$ cat config.mk
export PLATFORM = sky130hd
export DESIGN_NAME = ni_tdm_lut_conf_loader
export DESIGN_NICKNAME = d
export VERILOG_FILES = /design/src/rtl/ni_tdm_lut_conf_loader.sv
export SDC_FILE = /design/constraint.sdc
export NUM_CORES = 1
export LEC_CHECK = 0
export ABC_AREA = 1
export BUFFER_PORTS_ARGS = -buffer_cell sky130_fd_sc_hd__buf_2
export CAP_MARGIN = 15
export CORE_MARGIN = 1
export CORE_UTILIZATION = 51
export CTS_BUF_LIST = sky130_fd_sc_hd__clkbuf_4 sky130_fd_sc_hd__clkbuf_8
export DETAILED_ROUTE_END_ITERATION = 10
export PLACE_DENSITY = 0.83
export SLEW_MARGIN = 40
export SYNTH_ARGS = -nofsm -noshare
export SYNTH_HDL_FRONTEND = slang
export SYNTH_SLANG_ARGS = --single-unit
$ cat constraint.sdc
create_clock -name clk_noc -period 1.86 [get_ports clk_noc]
set_clock_uncertainty 0.2 [all_clocks]
set_input_delay 0.093 -clock clk_noc [delete_from_list [all_inputs] [get_ports clk_noc]]
set_output_delay 0.093 -clock clk_noc [all_outputs]
set_load 0.02 [all_outputs]
$ cat src/rtl/ni_tdm_lut_conf_loader.sv
// Expands valid/ready configuration commands into one-per-cycle slot-table and
// link-enable write strobes for the NI TDM channel block.
module ni_tdm_lut_conf_loader #(
    parameter int unsigned CHANNELS = 4,
    parameter int unsigned CT_LINKS = 2,
    parameter int unsigned LUT_SIZE = 8,
    localparam int unsigned NTAB    = 2 * CT_LINKS,
    localparam int unsigned SEL_W   = ($clog2(NTAB) > $clog2(CHANNELS)) ? $clog2(NTAB) : $clog2(CHANNELS),
    localparam int unsigned SLOT_W  = $clog2(LUT_SIZE),
    localparam int unsigned DATA_W  = $clog2(CHANNELS + 1)
) (
    input  logic              clk_noc,
    input  logic              rst_noc,
    input  logic              cfg_valid,
    output logic              cfg_ready,
    input  logic [1:0]        cfg_op,
    input  logic [SEL_W-1:0]  cfg_sel,
    input  logic [SLOT_W-1:0] cfg_slot,
    input  logic [SLOT_W-1:0] cfg_slot_end,
    input  logic [DATA_W-1:0] cfg_data,
    output logic [DATA_W-1:0] lut_conf_data,
    output logic [SEL_W-1:0]  lut_conf_sel,
    output logic [SLOT_W-1:0] lut_conf_slot,
    output logic              lut_conf_valid,
    output logic              link_en_valid,
    output logic              busy,
    output logic              cfg_done,
    output logic              cfg_err
);

    localparam logic [1:0] OP_WRITE = 2'd0;
    localparam logic [1:0] OP_FILL  = 2'd1;
    localparam logic [1:0] OP_LINK  = 2'd2;

    typedef enum logic [2:0] {
        S_IDLE, S_WRITE, S_FILL, S_LINK, S_CLR_LUT, S_CLR_LINK, S_DONE, S_ERR
    } state_t;

    state_t            state, state_nxt;
    logic [SEL_W-1:0]  sel_q, sel_nxt;
    logic [SLOT_W-1:0] slot_q, slot_nxt;
    logic [SLOT_W-1:0] end_q, end_nxt;
    logic [DATA_W-1:0] data_q, data_nxt;
    logic [SLOT_W-1:0] slot_wrap;
    logic              cmd_bad;

    logic              lut_valid_d, link_valid_d, strobe_d;
    logic [SEL_W-1:0]  sel_d;
    logic [SLOT_W-1:0] slot_d;
    logic [DATA_W-1:0] data_d;

    // Command validation against the configured table/channel/link counts
    always_comb begin
        cmd_bad = 1'b0;
        case (cfg_op)
            OP_WRITE, OP_FILL: begin
                cmd_bad = (32'(cfg_sel) >= NTAB) || (32'(cfg_data) > CHANNELS) ||
                          (32'(cfg_slot) >= LUT_SIZE) ||
                          ((cfg_op == OP_FILL) && (32'(cfg_slot_end) >= LUT_SIZE));
            end
            OP_LINK: begin
                cmd_bad = (32'(cfg_sel) >= CHANNELS) || (32'(cfg_slot) >= CT_LINKS);
            end
            default: cmd_bad = 1'b0;
        endcase
    end

    assign slot_wrap = (slot_q == SLOT_W'(LUT_SIZE - 1)) ? '0 : slot_q + SLOT_W'(1);

    // State register with command capture and registered outputs
    always_ff @(posedge clk_noc) begin
        if (!rst_noc) begin
            state          <= S_IDLE;
            sel_q          <= '0;
            slot_q         <= '0;
            end_q          <= '0;
            data_q         <= '0;
            cfg_ready      <= 1'b1;
            lut_conf_valid <= 1'b0;
            link_en_valid  <= 1'b0;
            lut_conf_sel   <= '0;
            lut_conf_slot  <= '0;
            lut_conf_data  <= '0;
            busy           <= 1'b0;
            cfg_done       <= 1'b0;
            cfg_err        <= 1'b0;
        end else begin
            state          <= state_nxt;
            sel_q          <= sel_nxt;
            slot_q         <= slot_nxt;
            end_q          <= end_nxt;
            data_q         <= data_nxt;
            cfg_ready      <= (state_nxt == S_IDLE);
            lut_conf_valid <= lut_valid_d;
            link_en_valid  <= link_valid_d;
            lut_conf_sel   <= sel_d;
            lut_conf_slot  <= slot_d;
            lut_conf_data  <= data_d;
            busy           <= (state_nxt != S_IDLE);
            cfg_done       <= (state_nxt == S_DONE);
            cfg_err        <= (state_nxt == S_ERR);
        end
    end

    // Next-state and walk-pointer update
    always_comb begin
        state_nxt = state;
        sel_nxt   = sel_q;
        slot_nxt  = slot_q;
        end_nxt   = end_q;
        data_nxt  = data_q;
        case (state)
            S_IDLE: begin
                if (cfg_valid) begin
                    sel_nxt  = cfg_sel;
                    slot_nxt = cfg_slot;
                    end_nxt  = cfg_slot_end;
                    data_nxt = cfg_data;
                    if (cmd_bad) begin
                        state_nxt = S_ERR;
                    end else begin
                        case (cfg_op)
                            OP_WRITE: state_nxt = S_WRITE;
                            OP_FILL:  state_nxt = S_FILL;
                            OP_LINK: begin
                                state_nxt = S_LINK;
                                data_nxt  = DATA_W'(cfg_data[0]);
                            end
                            default: begin
                                state_nxt = S_CLR_LUT;
                                sel_nxt   = '0;
                                slot_nxt  = '0;
                                data_nxt  = DATA_W'(CHANNELS);
                            end
                        endcase
                    end
                end
            end
            S_WRITE, S_LINK: state_nxt = S_DONE;
            S_FILL: begin
                if (slot_q == end_q) state_nxt = S_DONE;
                else                 slot_nxt  = slot_wrap;
            end
            S_CLR_LUT: begin
                if (slot_q == SLOT_W'(LUT_SIZE - 1)) begin
                    slot_nxt = '0;
                    if (sel_q == SEL_W'(NTAB - 1)) begin
                        sel_nxt   = '0;
                        data_nxt  = '0;
                        state_nxt = S_CLR_LINK;
                    end else begin
                        sel_nxt = sel_q + SEL_W'(1);
                    end
                end else begin
                    slot_nxt = slot_q + SLOT_W'(1);
                end
            end
            S_CLR_LINK: begin
                if (slot_q == SLOT_W'(CT_LINKS - 1)) begin
                    slot_nxt = '0;
                    if (sel_q == SEL_W'(CHANNELS - 1)) state_nxt = S_DONE;
                    else                               sel_nxt   = sel_q + SEL_W'(1);
                end else begin
                    slot_nxt = slot_q + SLOT_W'(1);
                end
            end
            S_DONE, S_ERR: state_nxt = S_IDLE;
            default:       state_nxt = S_IDLE;
        endcase
    end

    // Output decode of the upcoming state; strobe fields are zero when idle
    always_comb begin
        lut_valid_d  = (state_nxt == S_WRITE) || (state_nxt == S_FILL) || (state_nxt == S_CLR_LUT);
        link_valid_d = (state_nxt == S_LINK) || (state_nxt == S_CLR_LINK);
        strobe_d     = lut_valid_d || link_valid_d;
        sel_d        = strobe_d ? sel_nxt  : '0;
        slot_d       = strobe_d ? slot_nxt : '0;
        data_d       = strobe_d ? data_nxt : '0;
    end

endmodule

==> flow_metrics.env, run 1 <==
export IMPL_netlist_top_cells_area="dfxtp_1, inv_1, nand2_1"
export IMPL_cp_arrival_ns=2.02
export IMPL_ys_seq_elements=28
export IMPL_wl_mm=5.03
export IMPL_synthesis_nets=258
export IMPL_fillers=175
export IMPL_grt_pass1_wl_mm=6.84
export IMPL_multiInputGateArea_sq_mm=0.00111
export IMPL_cts_path_max_buffers=2
export IMPL_dr_pass1_iters=7
export IMPL_start_util_pct=55.6
export IMPL_synth_top_area_cell="dfxtp_1"
export IMPL_root_buffer="clkbuf_4"
export IMPL_top_layer="met4"
export IMPL_setup_viol=17
export IMPL_combPwrFrac_pct=65.2
export IMPL_grt_pass1_vias=1604
export IMPL_vias_per_cell=5.45
export IMPL_p_per_area_mw_per_mm2=1680
export IMPL_synth_top_area_share_pct=35.3
export IMPL_diodes=0
export IMPL_io_pins=30
export IMPL_seq_area_frac_synth_pct=35.3
export IMPL_synthCells=230
export IMPL_layout_commonest_cell="inv_1"
export IMPL_finalCriticalPeriod_ns=1.97
export IMPL_rows=19
export IMPL_peakVddDrop_mv=1.10
export IMPL_path_clk_slew_ns=0.17
export IMPL_leakage_nw=1.21
export IMPL_p_int_mw=1.94
export IMPL_cts_tree="built"
export IMPL_dr_wl_met3_um=266
export IMPL_max_stage_delay_ns=0.39
export IMPL_antenna_found_initial=0
export IMPL_nNetsFinal=320
export IMPL_hold_depth=5
export IMPL_ant_nets=0
export IMPL_final_cells=322
export IMPL_die_y_um=57.8
export IMPL_die_area_sq_mm=0.00334
export IMPL_mostFrequentLayoutCells="inv_1, buf_2, nor2_1, nand2_1, dfxtp_1"
export IMPL_drt_met1_wl_mm=2.09
export IMPL_hold_path_class="in -> reg"
export IMPL_maxCapViolCount=0
export IMPL_drive_gt1_share_pct=43.0
export IMPL_worst_path_max_delay_cell="dfxtp_4"
export IMPL_hold_slack_ns=0.0159
export IMPL_synth_warnings=0
export IMPL_r2r_cells=12
export IMPL_violations="design-rule violations, negative setup slack"
export IMPL_pwr_share_clk_pct=10.6
export IMPL_setup_ws_ns=-0.111
export IMPL_status="finished, violations left"
export IMPL_yosysUniqueCellTypes=23
export IMPL_required_ns=1.90
export IMPL_critPathKind="reg -> reg"
export IMPL_grt_start_max_net_pins=17
export IMPL_syn_avg_cell_area_sq_um=6.90
export IMPL_drc=2
export IMPL_cp_cell_sequence="ha_4 -> ha_4 -> nand2_4 -> nand2_2 -> o211ai_1 -> nand2_2 -> nand2_4 -> nand3_2 -> nand2_2 -> nand2_4 -> nand2_8 -> a21oi_2"
export IMPL_coreArea_sq_mm=0.00285
export IMPL_rsz0062_at_grt="yes"
export IMPL_htree_levels=1
export IMPL_start_kind="flip-flop"
export IMPL_crit_fanout=5
export IMPL_port_buffers=29
export IMPL_cts_buffers=3
export IMPL_grt_overflow_total=0
export IMPL_p_sw_share_pct=50.5
export IMPL_netlist_area_sq_mm=0.00159
export IMPL_power_switching_mw=1.98
export IMPL_clkSinkCount=28
export IMPL_routed_wl_met2_mm=2.56
export IMPL_dp_cells=299
export IMPL_end_kind="flip-flop"
export IMPL_min_period_over_period_pct=106
export IMPL_wl_per_cell_um=15.6
export IMPL_fmax_mhz=507
export IMPL_pwr_share_seq_pct=24.2
export IMPL_dr_total_vias=1755
export IMPL_syn_to_final_growth_pct=47.3
export IMPL_slew_violations=0
export IMPL_slew_limit_headroom_pct=79.5
export IMPL_gp_congestion=0.953
export IMPL_regArea_sq_um=571
export IMPL_grt_usage_pct=26.3
export IMPL_die_x_um=57.8
export IMPL_hold_viol=0
export IMPL_dp_hpwl_mm=2.71
export IMPL_tightest_slew_ns=0.306
export IMPL_insertion_delay_ns=0.35
export IMPL_drtIter0Drc=73
[cell usage after synthesis]
master    number
inv_1         45
nand2_1       42
nor2_1        31
dfxtp_1       28
a21oi_1       15
nand3_1       14
o21ai_0       14
ha_1          12
nand2_2        8
nor2_4         3
inv_2          2
nand2_4        2
nand4_1        2
nor3_1         2
o211ai_1       2
a21o_1         1
a32oi_1        1
buf_6          1
nand3_2        1
nor2_2         1
o22ai_1        1
o31ai_1        1
xnor2_1        1
[metal layers]
| metal | vias up | track usage (%) |
|---|---|---|
| li1 | 840 | - |
| met1 | 824 | 35.3 |
| met5 | - | 0 |
| met4 | 0 | 7.48 |
| met3 | 13 | 2.46 |
| met2 | 78 | 45.3 |
[registers in the layout, indices dropped and copies added, names as in the netlist]
name / count
link_en_valid: 1
busy: 1
lut_conf_sel: 2
cfg_done: 1
cfg_ready: 1
data_q: 3
state: 3
sel_q: 2
slot_q: 3
lut_conf_slot: 3
lut_conf_data: 3
cfg_err: 1
end_q: 3
lut_conf_valid: 1
[power by group through the flow]
stage	Clock, mW	Sequential (mW)	Combinational (mW)
3_3_place_gp	0	0.921	1.58
4_1_cts	0.412	0.924	2.04
6_report	0.417	0.947	2.56
3_5_place_dp	0	0.924	1.62
5_1_grt	0.429	0.968	2.71
2_1_floorplan	0	1.05	0.992
[cell type report]
cell class              count  area share [%]
multi-input cells         156            47.7
flip-flops and latches     28            24.4
repair buffers             56            16.3
inverters                  47            7.66
well taps                  31            1.66
clock inverters             1            1.28
clock buffers               3           0.964
[metrics by stage]
stage               setup WS [ns]  total power, mW  util [%]  TNS, ns  area [sq um]
CTS                     0.0000357             3.38      76.4        0          2180
global placement          -0.0170             2.50      64.3   -0.102          1830
detailed placement         -0.114             2.54      64.3   -0.955          1830
global route               -0.144             4.10      81.9    -1.94          2340
floorplan                 0.00464             2.05         -        0          1590
finish                     -0.111             3.92      81.9    -1.18          2340
[final timing paths]
kind,to,slack [ns],from
hold reg to reg,end_q[1],0.31,end_q[1]
setup / recovery,lut_conf_data[1],-0.11,slot_q[0]
hold / removal,lut_conf_data[0],0.02,cfg_data[0]
setup reg to reg,lut_conf_data[1],-0.11,slot_q[0]
[cells by family (layout without fill, tap and decap cells)]
group | after synthesis | after routing | synth area share [%]
AOI/OAI and AO/OA | 35 | 35 | 12.0
and+or+nand+nor | 106 | 108 | 30.8
buffers and inverters | 48 | 107 | 11.8
DFF | 28 | 28 | 35.3
adders and majority gates | 12 | 12 | 9.46
xor gates and xnor gates | 1 | 1 | 0.552
[worst max-delay path: cells and delay by family, from the launching register on]
kind / cells / cell delay (ns)
DFF: 1 / 0.39
AOI/OAI and AO/OA: 2 / 0.19
adders and majority gates: 2 / 0.32
and+or+nand+nor: 8 / 0.76
[what timing repair did]
item,in CTS,in global routing
endpoints found under the hold margin,13,0
gates resized for setup,35,51
buffers inserted,7,2
cloned,2,0
endpoints found under the setup margin,13,22
hold buffers,9,0
pin swaps,18,27
Note: power is estimated with default switching activity, not from simulation.
==> run 2: changes to the inputs <==
--- a/config.mk
+++ b/config.mk
@@ -9,10 +9,10 @@
 export BUFFER_PORTS_ARGS = -buffer_cell sky130_fd_sc_hd__buf_2
 export CAP_MARGIN = 15
 export CORE_MARGIN = 1
-export CORE_UTILIZATION = 51
-export CTS_BUF_LIST = sky130_fd_sc_hd__clkbuf_4 sky130_fd_sc_hd__clkbuf_8
+export CORE_UTILIZATION = 35
+export CTS_BUF_LIST = sky130_fd_sc_hd__clkbuf_4
 export DETAILED_ROUTE_END_ITERATION = 10
-export PLACE_DENSITY = 0.83
+export PLACE_DENSITY = 0.65
 export SLEW_MARGIN = 40
 export SYNTH_ARGS = -nofsm -noshare
 export SYNTH_HDL_FRONTEND = slang
==> flow_metrics.env, run 2 (synthesized netlist as in run 1, its figures left out) <==
export IMPL_finalInstanceArea_sq_mm=0.00227
export IMPL_nNetsFinal=319
export IMPL_port_buffers=29
export IMPL_mostFrequentLayoutCells="inv_1, nand2_1, nor2_1, buf_2, dfxtp_1"
export IMPL_grt_start_max_net_pins=17
export IMPL_gp_congestion=0.863
export IMPL_wl_mm=4.09
export IMPL_grt_overflow_total=0
export IMPL_min_period_over_period_pct=102
export IMPL_cts_tree="built"
export IMPL_finalCriticalPeriod_ns=1.91
export IMPL_end_kind="flip-flop"
export IMPL_critPathKind="reg -> reg"
export IMPL_slew_violations=0
export IMPL_insertion_delay_ns=0.35
export IMPL_status="finished, violations left"
export IMPL_p_per_area_mw_per_mm2=1580
export IMPL_dp_cells=321
export IMPL_rows=24
export IMPL_r2r_setup_slack_ns=-0.05
export IMPL_root_buffer="clkbuf_4"
export IMPL_crit_fanout=5
export IMPL_die_x_um=69.3
export IMPL_dr_total_vias=1599
export IMPL_final_cells=342
export IMPL_maxCapViolCount=0
export IMPL_cts_path_max_buffers=2
export IMPL_dr_pass1_iters=4
export IMPL_diodes=0
export IMPL_path_clk_slew_ns=0.16
export IMPL_drc=0
export IMPL_die_area_sq_mm=0.00481
export IMPL_layout_commonest_cell="inv_1"
export IMPL_syn_to_final_growth_pct=43.1
export IMPL_coreArea_sq_mm=0.00435
export IMPL_drtIter0Drc=47
export IMPL_grt_usage_pct=16.8
export IMPL_grt_pass1_vias=1526
export IMPL_hold_viol=0
export IMPL_dp_hpwl_mm=2.79
export IMPL_leakage_nw=1.18
export IMPL_grt_pass1_wl_mm=6.62
export IMPL_hold_path_class="in -> reg"
export IMPL_hold_slack_ns=0.00537
export IMPL_clkSinkCount=28
export IMPL_violations="negative setup slack"
export IMPL_drive_gt1_share_pct=37.2
export IMPL_ant_nets=0
export IMPL_rsz0062_at_grt="yes"
export IMPL_vias_per_cell=4.68
export IMPL_io_pins=30
export IMPL_place_area_sq_mm=0.00187
export IMPL_cp_arrival_ns=1.95
export IMPL_peakVddDrop_mv=0.741
export IMPL_start_kind="flip-flop"
export IMPL_required_ns=1.90
export IMPL_fmax_mhz=525
export IMPL_htree_levels=1
export IMPL_setup_ws_ns=-0.0463
export IMPL_setup_viol=11
export IMPL_antenna_found_initial=0
export IMPL_hold_depth=5
export IMPL_cts_buffers=3
export IMPL_tightest_slew_ns=0.304
export IMPL_wl_per_cell_um=12.0
export IMPL_r2r_cells=12
export IMPL_start_util_pct=36.4
export IMPL_fin_setup_tns_ns=-0.322
export IMPL_die_y_um=69.3
export IMPL_slew_limit_headroom_pct=79.8
## run 2: changes by cell type in the layout (fill, tap and decap cells not counted), moves of 3 or more
cell and change:
buf_6 -3, inv_1 +5, inv_2 -5, nand2_1 +6, nand2_2 -4, nor2_1 +3
o21ai_0 +5, o21ai_1 -5
## run 2: worst max-delay path, cell delays in order (launching register included)
cell,delay (ns)
dfxtp_4,0.39
ha_4,0.16
ha_4,0.15
nand2_2,0.06
nand2_2,0.05
o211ai_1,0.13
nand2_2,0.11
nand2_4,0.12
nand3_4,0.10
nand2_4,0.10
nand2_8,0.07
nand2_8,0.10
a21oi_2,0.05
## run 2: routing by layer
metal / wire, um / global-route usage, % / vias to the layer above
li1: - / - / 839
met1: 1910 / 20.9 / 715
met2: 1910 / 28.8 / 34
met3: 152 / 2.47 / 11
met4: 113 / 7.48 / 0
met5: 0 / 0 / -
## run 2: power breakdown
group / leakage, nW / switching, mW / total [mW] / internal [mW]
logic: 0.923 / 1.40 / 2.23 / 0.829
registers: 0.232 / 0.127 / 0.943 / 0.816
clock network: 0.0279 / 0.197 / 0.416 / 0.218
## run 2: area by class of cell
class                      count  area (sq um)
inverter                      47           179
sequential                    28           573
multi-input combinational    156          1040
fill                         401          2080
timing repair buffer          55           363
clock inverter                 1          30.0
clock buffer                   3          22.5
tap                           52          65.1
## run 2: worst paths after layout
kind,startpoint,endpoint
worst max-delay path,slot_q[0],lut_conf_data[1]
worst min-delay path,cfg_slot[2],slot_q[2]
worst max register to register,slot_q[0],lut_conf_data[1]
worst min register to register,end_q[0],end_q[0]
## run 2: repair_timing
action,CTS,global route
endpoints found under the hold margin,13,0
setup buffers,2,4
gates resized for setup,24,33
endpoints found under the setup margin,10,18
cloned,2,0
pin swaps,7,16
hold buffers,9,0
## run 2: through the flow
stage	power, mW	util [%]	setup slack [ns]
after floorplan	2.05	-	0.00464
after global placement	2.50	42.9	0.00507
after detailed placement	2.52	42.9	-0.0310
after CTS	3.25	49.0	-0.00114
after global routing	3.86	52.2	-0.142
final	3.59	52.2	-0.0463
